`src/rtl/pipe_collect_pkg.sv`:
```
// Shared defaults and helpers for the pipeline credit collector.
package pipe_collect_pkg;

    localparam int unsigned DEF_DATA_WIDTH = 32;
    localparam int unsigned DEF_LATENCY    = 2;
    localparam int unsigned DEF_DEPTH      = 4;

    // Width of a counter that must hold 0..depth inclusive.
    function automatic int unsigned credit_width(input int unsigned depth);
        return $clog2(depth + 1);
    endfunction

endpackage

```
`src/rtl/pipe_collect_fifo.sv`:
```
// Synchronous result FIFO; a push into a full FIFO is accepted when a pop happens in the same cycle.
module pipe_collect_fifo
    import pipe_collect_pkg::*;
#(
    parameter int unsigned WIDTH = DEF_DATA_WIDTH,
    parameter int unsigned DEPTH = DEF_DEPTH
) (
    input  logic             clk,
    input  logic             rst,
    input  logic             push,
    input  logic [WIDTH-1:0] push_data,
    input  logic             pop,
    output logic             full,
    output logic             empty,
    output logic [WIDTH-1:0] head
);

    localparam int unsigned PW = $clog2(DEPTH);
    localparam int unsigned CW = credit_width(DEPTH);

    logic [WIDTH-1:0] mem [DEPTH];
    logic [PW-1:0]    wr_ptr;
    logic [PW-1:0]    rd_ptr;
    logic [CW-1:0]    count;
    logic             do_push;
    logic             do_pop;

    assign full    = (count == CW'(DEPTH));
    assign empty   = (count == '0);
    assign do_pop  = pop && !empty;
    assign do_push = push && (!full || do_pop);
    assign head    = mem[rd_ptr];

    // Storage array; contents are meaningless until written, so no reset.
    always_ff @(posedge clk) begin
        if (do_push) begin
            mem[wr_ptr] <= push_data;
        end
    end

    // Pointers and occupancy, wrapping explicitly for non-power-of-two depths.
    always_ff @(posedge clk or posedge rst) begin
        if (rst) begin
            wr_ptr <= '0;
            rd_ptr <= '0;
            count  <= '0;
        end else begin
            if (do_push) begin
                wr_ptr <= (wr_ptr == PW'(DEPTH - 1)) ? '0 : wr_ptr + PW'(1);
            end
            if (do_pop) begin
                rd_ptr <= (rd_ptr == PW'(DEPTH - 1)) ? '0 : rd_ptr + PW'(1);
            end
            if (do_push && !do_pop) begin
                count <= count + CW'(1);
            end else if (do_pop && !do_push) begin
                count <= count - CW'(1);
            end
        end
    end

endmodule

```
`src/rtl/pipe_credit_collector.sv`:
```
// Credit-based wrapper that issues requests into a fixed-latency valid-only pipeline
// and collects its results in order into a FIFO sized to the credit pool.
module pipe_credit_collector
    import pipe_collect_pkg::*;
#(
    parameter int unsigned DATA_WIDTH = DEF_DATA_WIDTH,
    parameter int unsigned LATENCY    = DEF_LATENCY,
    parameter int unsigned DEPTH      = DEF_DEPTH
) (
    input  logic                              clk,
    input  logic                              rst,
    input  logic                              req_valid,
    output logic                              req_ready,
    input  logic [DATA_WIDTH-1:0]             req_data,
    output logic                              pipe_input_valid,
    output logic [DATA_WIDTH-1:0]             pipe_x,
    input  logic                              pipe_output_valid,
    input  logic [DATA_WIDTH-1:0]             pipe_out,
    output logic                              resp_valid,
    input  logic                              resp_ready,
    output logic [DATA_WIDTH-1:0]             resp_data,
    output logic [credit_width(DEPTH)-1:0]    credits,
    output logic                              stray_err
);

    localparam int unsigned CW = credit_width(DEPTH);

    // Latency only documents the attached pipeline; zero latency would break result ordering.
    if (LATENCY == 0 || DEPTH < 2 || DEPTH > 16) begin : g_unsupported_config
    end

    logic issue;
    logic pop;
    logic push;
    logic stray;
    logic fifo_full;
    logic fifo_empty;

    assign req_ready        = (credits != '0);
    assign issue            = req_valid && req_ready;
    assign pipe_input_valid = issue;
    assign pipe_x           = req_data;
    assign resp_valid       = !fifo_empty;
    assign pop              = resp_valid && resp_ready;

    // A result is stray when nothing is in flight, or there is nowhere to put it.
    assign stray = pipe_output_valid && ((credits == CW'(DEPTH)) || (fifo_full && !pop));
    assign push  = pipe_output_valid && !stray;

    pipe_collect_fifo #(
        .WIDTH (DATA_WIDTH),
        .DEPTH (DEPTH)
    ) u_fifo (
        .clk       (clk),
        .rst       (rst),
        .push      (push),
        .push_data (pipe_out),
        .pop       (pop),
        .full      (fifo_full),
        .empty     (fifo_empty),
        .head      (resp_data)
    );

    // Credit pool: issue takes one, pop returns one; saturates at DEPTH.
    always_ff @(posedge clk or posedge rst) begin
        if (rst) begin
            credits <= CW'(DEPTH);
        end else if (issue && !pop) begin
            credits <= credits - CW'(1);
        end else if (pop && !issue && (credits != CW'(DEPTH))) begin
            credits <= credits + CW'(1);
        end
    end

    // Sticky stray-result flag, cleared only by reset.
    always_ff @(posedge clk or posedge rst) begin
        if (rst) begin
            stray_err <= 1'b0;
        end else if (stray) begin
            stray_err <= 1'b1;
        end
    end

endmodule

```
`config.mk`:
```
export PLATFORM = sky130hd
export DESIGN_NAME = pipe_credit_collector
export DESIGN_NICKNAME = d
export VERILOG_FILES = /design/src/rtl/pipe_collect_pkg.sv /design/src/rtl/pipe_collect_fifo.sv /design/src/rtl/pipe_credit_collector.sv
export SDC_FILE = /design/constraint.sdc
export NUM_CORES = 1
export LEC_CHECK = 0
export ABC_AREA = 1
export BUFFER_PORTS_ARGS = -buffer_cell sky130_fd_sc_hd__buf_2
export CAP_MARGIN = 25
export CELL_PAD_IN_SITES_DETAIL_PLACEMENT = 1
export CELL_PAD_IN_SITES_GLOBAL_PLACEMENT = 2
export CORE_MARGIN = 1.5
export CORE_UTILIZATION = 39
export CTS_BUF_LIST = sky130_fd_sc_hd__clkbuf_4
export DETAILED_ROUTE_END_ITERATION = 8
export PLACE_DENSITY = 0.82
export SYNTH_ARGS = -nofsm -noshare
export SYNTH_HDL_FRONTEND = slang
export SYNTH_SLANG_ARGS = --single-unit
```
`constraint.sdc`:
```
create_clock -name clk -period 5.2 [get_ports clk]
set_input_delay 0.78 -clock clk [delete_from_list [all_inputs] [get_ports clk]]
set_output_delay 0.78 -clock clk [all_outputs]
set_load 0.005 [all_outputs]
```
Word-level counts from Yosys, hierarchy flattened
Memories as Yosys holds them, arrays and structs flattened.
Cells that the tools add are included.
{"block": "op_classes", "n_addsub": 6, "reduce_logical": 25, "muxes": 8, "eq_ne": 5}
{"op": "$logic_and 1x1->1", "n": 12}
{"op": "$mux 3", "n": 4}
{"op": "$logic_not 1->1", "n": 7}
{"op": "$add 3x1->3 const B", "n": 2}
{"op": "$eq 3x3->1 const B", "n": 2}
{"op": "$sub 3x1->3 const B", "n": 2}
{"op": "$add 2x1->2 const B", "n": 2}
{"op": "$eq 2x2->1 const B", "n": 2}
{"op": "$mux 2", "n": 2}
{"op": "$reduce_bool 2->1", "n": 2}
{"op": "$logic_not 3->1", "n": 1}
{"op": "$ne 3x3->1 const B", "n": 1}
{"op": "$reduce_bool 3->1", "n": 1}
{"op": "$logic_or 1x1->1", "n": 2}
{"op": "$mux 1", "n": 2}
{"block": "word_totals", "ramBits": 128, "mem_count": 1, "out_inout_bits": 71, "regBits": 11, "elab_cells": 50, "in_bits": 69}
{"memory": "u_fifo.mem", "depth": 4, "word_bits": 32, "read_ports": 1, "rd_ports_with_merged_regs": 0, "write_ports": 1, "line_no": "pipe_collect_fifo.sv:21", "source": "logic [WIDTH-1:0] mem [DEPTH];"}

Depth between registers and ports, before layout
Gate-level depths: netlist of run 1.
{"block": "logic_depth", "word_depth": 14, "ltp_mapped": 11, "mapped_depth_nobuf": 11}

Hierarchy
A second synthesis of run 1 with hierarchy kept.
{"block": "hier_totals", "cells_unflattened": 503, "hier_area_um2": 5997.0}
{"mod": "pipe_collect_fifo", "seq_area_each_um2": 4018.9, "instances": 1, "cells_per_inst": 434, "area_per_inst_um2": 5471.5}
{"mod": "pipe_credit_collector", "seq_area_each_um2": 101.3, "instances": 1, "cells_per_inst": 69, "area_per_inst_um2": 525.5}

Worst setup path before layout of run 1
OpenSTA, ideal clock, no wires.
{"block": "synth_path", "path_kind": "input -> register", "startpoint": "input resp_ready", "endpoint": "memory u_fifo.mem[3][0] (netlist name), enable pin", "required_ns": 4.779, "path_slack_ns": 2.210, "setup_ns": 0.421, "t_arrival_ns": 2.569, "path_buffers": 0, "path_stages": 6, "path_cell_list": "inv_1 > nand3_1 > nand2_1 > nor2_4 > inv_1 > nor2_1"}
{"block": "synth_via", "elab_chain_cells": 10, "word_cells_on_any_way": 12, "classes_between": "mux: 2; reduce/logical: 10"}
{"item": "start, declared", "line_no": "pipe_credit_collector.sv:20", "source": "input logic resp_ready,"}
{"item": "$logic_and 1x1->1 *", "line_no": "pipe_credit_collector.sv:44", "source": "assign pop = resp_valid && resp_ready;"}
{"item": "$logic_not 1->1", "line_no": "pipe_credit_collector.sv:47", "source": "assign stray = pipe_output_valid && ((credits == CW'(DEPTH)) || (fifo_full && !pop));"}
{"item": "$logic_and 1x1->1", "line_no": "pipe_credit_collector.sv:47"}
{"item": "$logic_or 1x1->1", "line_no": "pipe_credit_collector.sv:47"}
{"item": "$logic_and 1x1->1", "line_no": "pipe_credit_collector.sv:47"}
{"item": "$logic_not 1->1", "line_no": "pipe_credit_collector.sv:48", "source": "assign push = pipe_output_valid && !stray;"}
{"item": "$logic_and 1x1->1", "line_no": "pipe_credit_collector.sv:48"}
{"item": "$logic_and 1x1->1 *", "line_no": "pipe_collect_fifo.sv:31", "source": "assign do_push = push && (!full || do_pop);"}
{"item": "net u_fifo.do_push", "line_no": "pipe_collect_fifo.sv:25", "source": "logic do_push;"}
{"item": "$mux 1 *", "line_no": "pipe_collect_fifo.sv:36", "source": "if (do_push) begin"}
{"item": "$mux 1 (implied by the code) *", "line_no": "pipe_collect_fifo.sv:37", "source": "mem[wr_ptr] <= push_data;"}
{"item": "end, declared", "line_no": "pipe_collect_fifo.sv:21"}
Mark *: on every way through the listed nets, which the timed path passes. The rest lies on a longest branch.

Final worst setup path of run 1
{"block": "layout_path", "startpoint": "register u_fifo.rd_ptr[0]", "endpoint": "output resp_data[19]"}
{"block": "layout_via", "elab_chain_cells": 1}
{"item": "start, declared", "line_no": "pipe_collect_fifo.sv:23", "source": "logic [PW-1:0] rd_ptr;"}
{"item": "start signal, assigned", "line_no": "pipe_collect_fifo.sv:52", "source": "rd_ptr <= (rd_ptr == PW'(DEPTH - 1)) ? '0 : rd_ptr + PW'(1);"}
{"item": "$mem_v2 4x32"}
{"item": "end, declared", "line_no": "pipe_credit_collector.sv:21", "source": "output logic [DATA_WIDTH-1:0] resp_data,"}
Every way passes these cells.

==> impl_results.md, run 1 <==
- Status: finished, final reports clean
- Tightest Pin Transition: between 0.6 and 0.7 ns
- DRT antenna net count: 0
- Die X: approximately 120 um
- Row cnt: 43
- RSZ-0062 raised after global routing: false
- Overall die height: 124 um
- Initial detailed-routing violation count: around 150
- TritonCTS Buffers: 17
- Register area share after synthesis: between 70% and 80%
- Placed insts: 634
- Synth unique cells: 25
- Slew Limit Headroom: approximately 56%
- Power per Cell Area: 576 mW/mm2
- Initial antenna violation count: 3
- CTS resizes: 0
- # hold bufs at CTS: 0
- I/O pin cnt: 140
- CTS H-tree lvls: 4
- # clock sinks: approximately 140
- Startpoint types: register
- Final core occ: a little under half
- Tot GR Track Use: approximately 17%
- Initial DRT Pass Iterations: 4
- Finished Layout Cells: between 600 and 700
- DRC errors left: 0
- Static Leak: between 0.002 and 0.0025 uW
- DPL Wire Length: 7.65 mm
- Initial core utilization: just over 40%
- Worst Path Arrival: 2.54 ns
- CTS tree: yes
- Core ar.: approximately 0.014 mm2
- Clock slew at reported path FFs: 0.12 ns
- Netlist Area Pre-Place: approximately 0.0057 mm2
- Crit Path Class: reg -> out
- # nets final: 550
- Endpoint class of the critical path: output pin
- PortBufs: 75
- Via Count: around 3400
- CTS root buf: clkbuf_4
- First-pass GRT wire length: ~18 mm
- Share of layout cells above drive strength 1: 27.0%
- Total global routing overflow: 0
- Setup violators final: 0
- Clock Latency Late Sink: 0.53 ns
- Required time worst endpoint: 4.42 ns
- Largest buffer count on any clock path: 2
- Syn nets: 500
- Layout Skew: roughly 0.016 ns
- Synth Register Bits: roughly 140
- Final Hold Fails: 0
- MaxCap Viol Count: 0
- Cells after Synth: 423
- Largest net degree at the start of global routing: 68
- CP Max Fanout: 67
- Area Overhead vs Synth: 13.6%
- Crit share post-route: roughly 64%
- Tightest Hold Check Type: in -> async
- Post-Route WL: 12.2 mm
- # Post-CTS Setup Buffers: 0
- Final Cell Area: approximately 0.0065 mm2
- Count of pins over their slew limit: 0
- Post-placement cell area: slightly above 0.006 mm2
- Number of global-route vias before repair: between 3000 and 4000
- Worst VDD drop: 0.000225 V
- Fin crit period: 3.32 ns
- Post-DR vias/cell: 5.12
- Total die area: roughly 0.015 mm2
- GP Congestion: slightly below 0.7
- Yosys warns: 0
- FMAX: between 300 and 400 MHz
- Fin Setup TNS: 0 ns
- Avg WL per Cell: 18.3 um
- Syn Area/Cell: around 13 um2
[state kept, by name, summed over array words and instances, names as in the netlist]
signal,flops
u_fifo.count,3
stray_err,1
u_fifo.wr_ptr,2
credits,3
u_fifo.rd_ptr,2
u_fifo.mem,128
[routing by layer]
metal  vias to the layer above  share of wire (%)  wire length (um)  track usage [%]
met5                         -              0.098                12                0
met4                         2                1.8               225             7.47
met3                        22                6.2               755             5.82
met2                        86                 51              6280             28.7
met1                      1711                 40              4920             18.9
li1                       1598                  -                 -                -
[cells by family after synthesis]
| family | synth area share (%) |
|---|---|
| flops | 72.5 |
| compound gates | 10.2 |
| simple gates | 6.89 |
| buf+inv | 7.84 |
| fa+ha+maj | 2.03 |
| xor+xnor | 0.308 |
| mux | 0.198 |
[critical path: stages (launching register included)]
cell and delay [ns]:
dfrtp_2 0.36, buf_4 0.53, inv_2 0.38, buf_12 0.29, o21ai_0 0.18, o22ai_1 0.10, buf_2 0.13
[through the flow]
step / total power [uW] / setup slack [ns] / hold slack, ns
after global placement: 2780 / 2.27 / 0.436
after global routing: 3970 / 1.64 / 0.251
after detailed placement: 2920 / 2.42 / 0.449
after CTS: 3780 / 1.79 / 0.200
final: 3720 / 1.88 / 0.237
after floorplan: 2390 / 2.21 / 0.451
[cell usage in the layout, fill, tap and decap left out, types with 2 or more instances in the layout]
| cell | count |
|---|---|
| o22ai_1 | 32 |
| fa_1 | 2 |
| nor2_1 | 66 |
| clkinvlp_4 | 3 |
| clkbuf_4 | 19 |
| dfrtp_1 | 9 |
| buf_12 | 5 |
| inv_2 | 2 |
| o21ai_1 | 22 |
| nor2_4 | 6 |
| buf_4 | 2 |
| inv_1 | 18 |
| edfxtp_1 | 128 |
| buf_2 | 75 |
| bufinv_16 | 6 |
| ha_1 | 6 |
| nand2_2 | 4 |
| clkinv_2 | 4 |
| nand3_1 | 5 |
| diode_2 | 2 |
| nand2_1 | 15 |
| o21ai_0 | 48 |
[cells in the mapped netlist]
master    number  area share, %
a21o_1         1           0.13
a21oi_1        1          0.088
a21oi_4        1           0.29
buf_2          5           0.44
buf_4         33            4.4
buf_6          6            1.2
clkbuf_1       8           0.53
dfrtp_1       10            4.4
dfstp_2        1           0.46
edfxtp_1     128             68
fa_1           2           0.70
ha_1           6            1.3
inv_1         18            1.2
inv_2          2           0.13
mux2_2         1           0.20
nand2_1       15           0.99
nand2_2        4           0.44
nand3_1        5           0.44
nor2_1        70            4.6
nor2_4         2           0.40
o21ai_0       48            4.2
o21ai_1       22            1.9
o22ai_1       32            3.5
xnor2_1        1           0.15
xor2_1         1           0.15
[worst paths after layout]
check                                 startpoint  slack, ns  cells past startpoint           endpoint
worst max-delay path            u_fifo.rd_ptr[0]       1.88                      6      resp_data[19]
worst min-delay path                         rst       0.24                      2          stray_err
worst max register to register   u_fifo.count[0]       3.10                      7  u_fifo.mem[3][29]
worst min register to register         stray_err       0.48                      1          stray_err
max in group asynchronous                    rst       4.62                      2   u_fifo.rd_ptr[0]
min in group clk                     pipe_out[9]       0.45                      1   u_fifo.mem[0][9]
[power by group]
| part | internal (uW) | switching, uW | leakage, uW |
|---|---|---|---|
| sequential | 1480 | 77.0 | 0.00130 |
| clock | 485 | 374 | 0.000188 |
| combinational | 478 | 822 | 0.000851 |
[area by class of cell]
type	count	area (um2)
antenna	2	5.00
clock buffer	19	143
clock inverter	13	223
fill	1447	7590
inverter	20	75.1
multi-input combinational	212	1140
sequential	139	4120
tap	180	225
timing repair buffer	83	518
(Power assumes the default switching activity.)
==> run 2: changes to the inputs <==
- CORE_UTILIZATION: 39 -> 37
- PLACE_DENSITY: 0.82 -> 0.78
- clock period: 5.2 -> 3.35 ns (I/O delays scaled with it)
==> run 2 against run 1 <==
Net effect:
- flip-flop and latch count is the same
- wire length grew 0.46%
- clock-buffer cell count shrank 2
- global-route usage shrank 0.44 points
- critical endpoint is now resp_data[9]
- design area shrank 2.9%
==> impl_results.md, run 2 (synthesis gave the netlist of run 1 again) <==
- Power per Cell Area: 847 mW/mm2 (was 576 mW/mm2)
- R2R Setup Slk: 1.32 ns (was 3.10 ns)
- Post-DR vias/cell: 5.09 (was 5.12)
- CP Max Fanout: 32 (was 67)
- Row cnt: 45 (was 43)
- Tot GR Track Use: 16.3% (was 16.7%)
- Slew Limit Headroom: 39.8% (was 56.3%)
- Clock Latency Late Sink: 0.54 ns (was 0.53 ns)
- Startpoint types: register (unchanged)
- Final Hold Fails: 0 (unchanged)
- Avg WL per Cell: 18.1 um (was 18.3 um)
- Number of global-route vias before repair: 3631 (was 3527)
- Total die area: 0.0161 mm2 (was 0.0153 mm2)
- Crit Path Class: reg -> out (unchanged)
- Initial antenna violation count: 2 (was 3)
- DRC errors left: 0 (unchanged)
- Post-placement cell area: 0.00602 mm2 (was 0.00608 mm2)
- CTS tree: yes (unchanged)
- Largest buffer count on any clock path: 2 (unchanged)
- First-pass GRT wire length: 19.6 mm (was 18.3 mm)
- Top reg by flops: u_fifo.mem (unchanged)
- Worst VDD drop: 0.000347 V (was 0.000225 V)
- Count of pins over their slew limit: 0 (unchanged)
- Total global routing overflow: 0 (unchanged)
- Fin Setup TNS: 0 ns (unchanged)
- # Post-CTS Setup Buffers: 0 (unchanged)
- Initial core utilization: 37.6% (was 40.5%)
- FMAX: between 300 and 400 MHz
- Post-Route WL: 12.3 mm (was 12.2 mm)
- Layout Skew: 0.0146 ns (was 0.0164 ns)
- Required time worst endpoint: 2.85 ns (was 4.42 ns)
- Tightest Hold Check Type: in -> reg (was in -> async)
- Largest net degree at the start of global routing: 67 (was 68)
- Worst Path Arrival: 2.27 ns (was 2.54 ns)
- Tightest Pin Transition: 0.902 ns (was 0.656 ns)
- Share of layout cells above drive strength 1: 26.1% (was 27.0%)
- Core ar.: 0.0151 mm2 (was 0.0140 mm2)
- Area Overhead vs Synth: 10.3% (was 13.6%)
- RSZ-0062 raised after global routing: false (unchanged)
- Critical path destination: resp_data[9] (was resp_data[19])
- Overall die height: 127 um (was 124 um)
- Critical register-to-register path startpoint: u_fifo.count[0] (unchanged)
- Crit share post-route: 82.8%
- Fin crit period: 2.77 ns
- Crit path launch: u_fifo.rd_ptr[0] (unchanged)
- PortBufs: 75 (unchanged)
- Top flop regs: u_fifo.mem: 128 flops, credits: 3 flops, u_fifo.count: 3 flops (unchanged)
- Initial detailed-routing violation count: 117 (was 153)
- Endpoint class of the critical path: output pin (unchanged)
- Setup violators final: 0 (unchanged)
- MaxCap Viol Count: 0 (unchanged)
- CTS H-tree lvls: 4 (unchanged)
- Die X: 127 um (was 124 um)
- Commonest non-fill, non-tap cell in the layout: edfxtp_1 (unchanged)
- Static Leak: 0.00226 uW (was 0.00234 uW)
- Reg-to-reg endpoint: u_fifo.count[2] (was u_fifo.mem[3][29])
- # clock sinks: 139 (unchanged)
- DPL Wire Length: 7.51 mm (was 7.65 mm)
- # nets final: 552 (was 550)
- TritonCTS Buffers: 17 (unchanged)
- Initial DRT Pass Iterations: 4 (unchanged)
- Max FFs per register: 128 (unchanged)
- Commonest cells after routing, fill and taps aside: edfxtp_1 (128), buf_2 (75), nor2_1 (66) (unchanged)
- Status: finished, final reports clean (unchanged)
- GP Congestion: 0.707 (was 0.691)
- Clock slew at reported path FFs: 0.12 ns (about the same)
- Via Count: 3441 (was 3419)
- DRT antenna net count: 0 (unchanged)
- Final Cell Area: 0.00627 mm2 (was 0.00645 mm2)
- Reg2reg path depth: 10 (was 7)
- CTS root buf: clkbuf_4 (unchanged)
- I/O pin cnt: 140 (unchanged)
==> run 2: what timing repair did <==
item | 4_1_cts | 5_1_grt
setup endpoints to repair | 0 | 0
endpoints found under the hold margin | 10 | 0
hold buffers | 1 | 0
resized for setup | 0 | 0
==> run 2: area by class of cell <==
class | count | area [um2]
fill | 1609 | 8820
sequential | 139 | 4120
multi-input combinational | 212 | 1140
timing repair buffer | 85 | 453
tap | 188 | 235
clock buffer | 17 | 128
clock inverter | 14 | 106
inverter | 20 | 75.1
antenna | 1 | 2.50
==> run 2: critical path, cell delays in order (launching register included) <==
cell	delay [ns]
dfrtp_2	0.42
inv_2	0.44
buf_4	0.32
o21ai_1	0.08
o22ai_1	0.28
buf_2	0.19
==> run 2: through the flow <==
stage / hold WS, ns / util [%] / total power, uW / setup slack [ns] / cells
2_1_floorplan: 0.354 / - / 3700 / 0.637 / 423
3_3_place_gp: 0.441 / 39.9 / 4370 / 1.21 / 643
3_5_place_dp: 0.451 / 39.9 / 4460 / 1.14 / 643
4_1_cts: 0.123 / 41.5 / 5410 / 0.509 / 675
5_1_grt: 0.122 / 41.5 / 5710 / 0.356 / 675
6_report: 0.175 / 41.5 / 5310 / 0.577 / 676
==> run 2: worst min path at each step <==
stage | end | cells after the start | from | slack, ns
after CTS | u_fifo.mem[2][4] | 1 | pipe_out[4] | 0.12
final | u_fifo.mem[2][0] | 1 | pipe_out[0] | 0.18
after detailed placement | stray_err | 1 | stray_err | 0.45
after floorplan | credits[0] | 1 | rst | 0.35
after global placement | stray_err | 1 | stray_err | 0.44
after global routing | u_fifo.mem[2][4] | 1 | pipe_out[4] | 0.12
==> run 2: per-layer routing <==
layer	up-vias	share of wire, %	GRT usage (%)
li1	1602	-	-
met5	-	0.082	0
met4	2	1.5	6.28
met3	29	5.1	4.85
met2	83	50	27.6
met1	1725	44	19.7
==> run 2: where the power goes <==
group | switching (uW) | internal (uW) | leakage, uW
combinational | 1280 | 679 | 0.000834
sequential | 120 | 2300 | 0.00130
clock | 585 | 352 | 0.000127
total | 1980 | 3330 | 0.00226
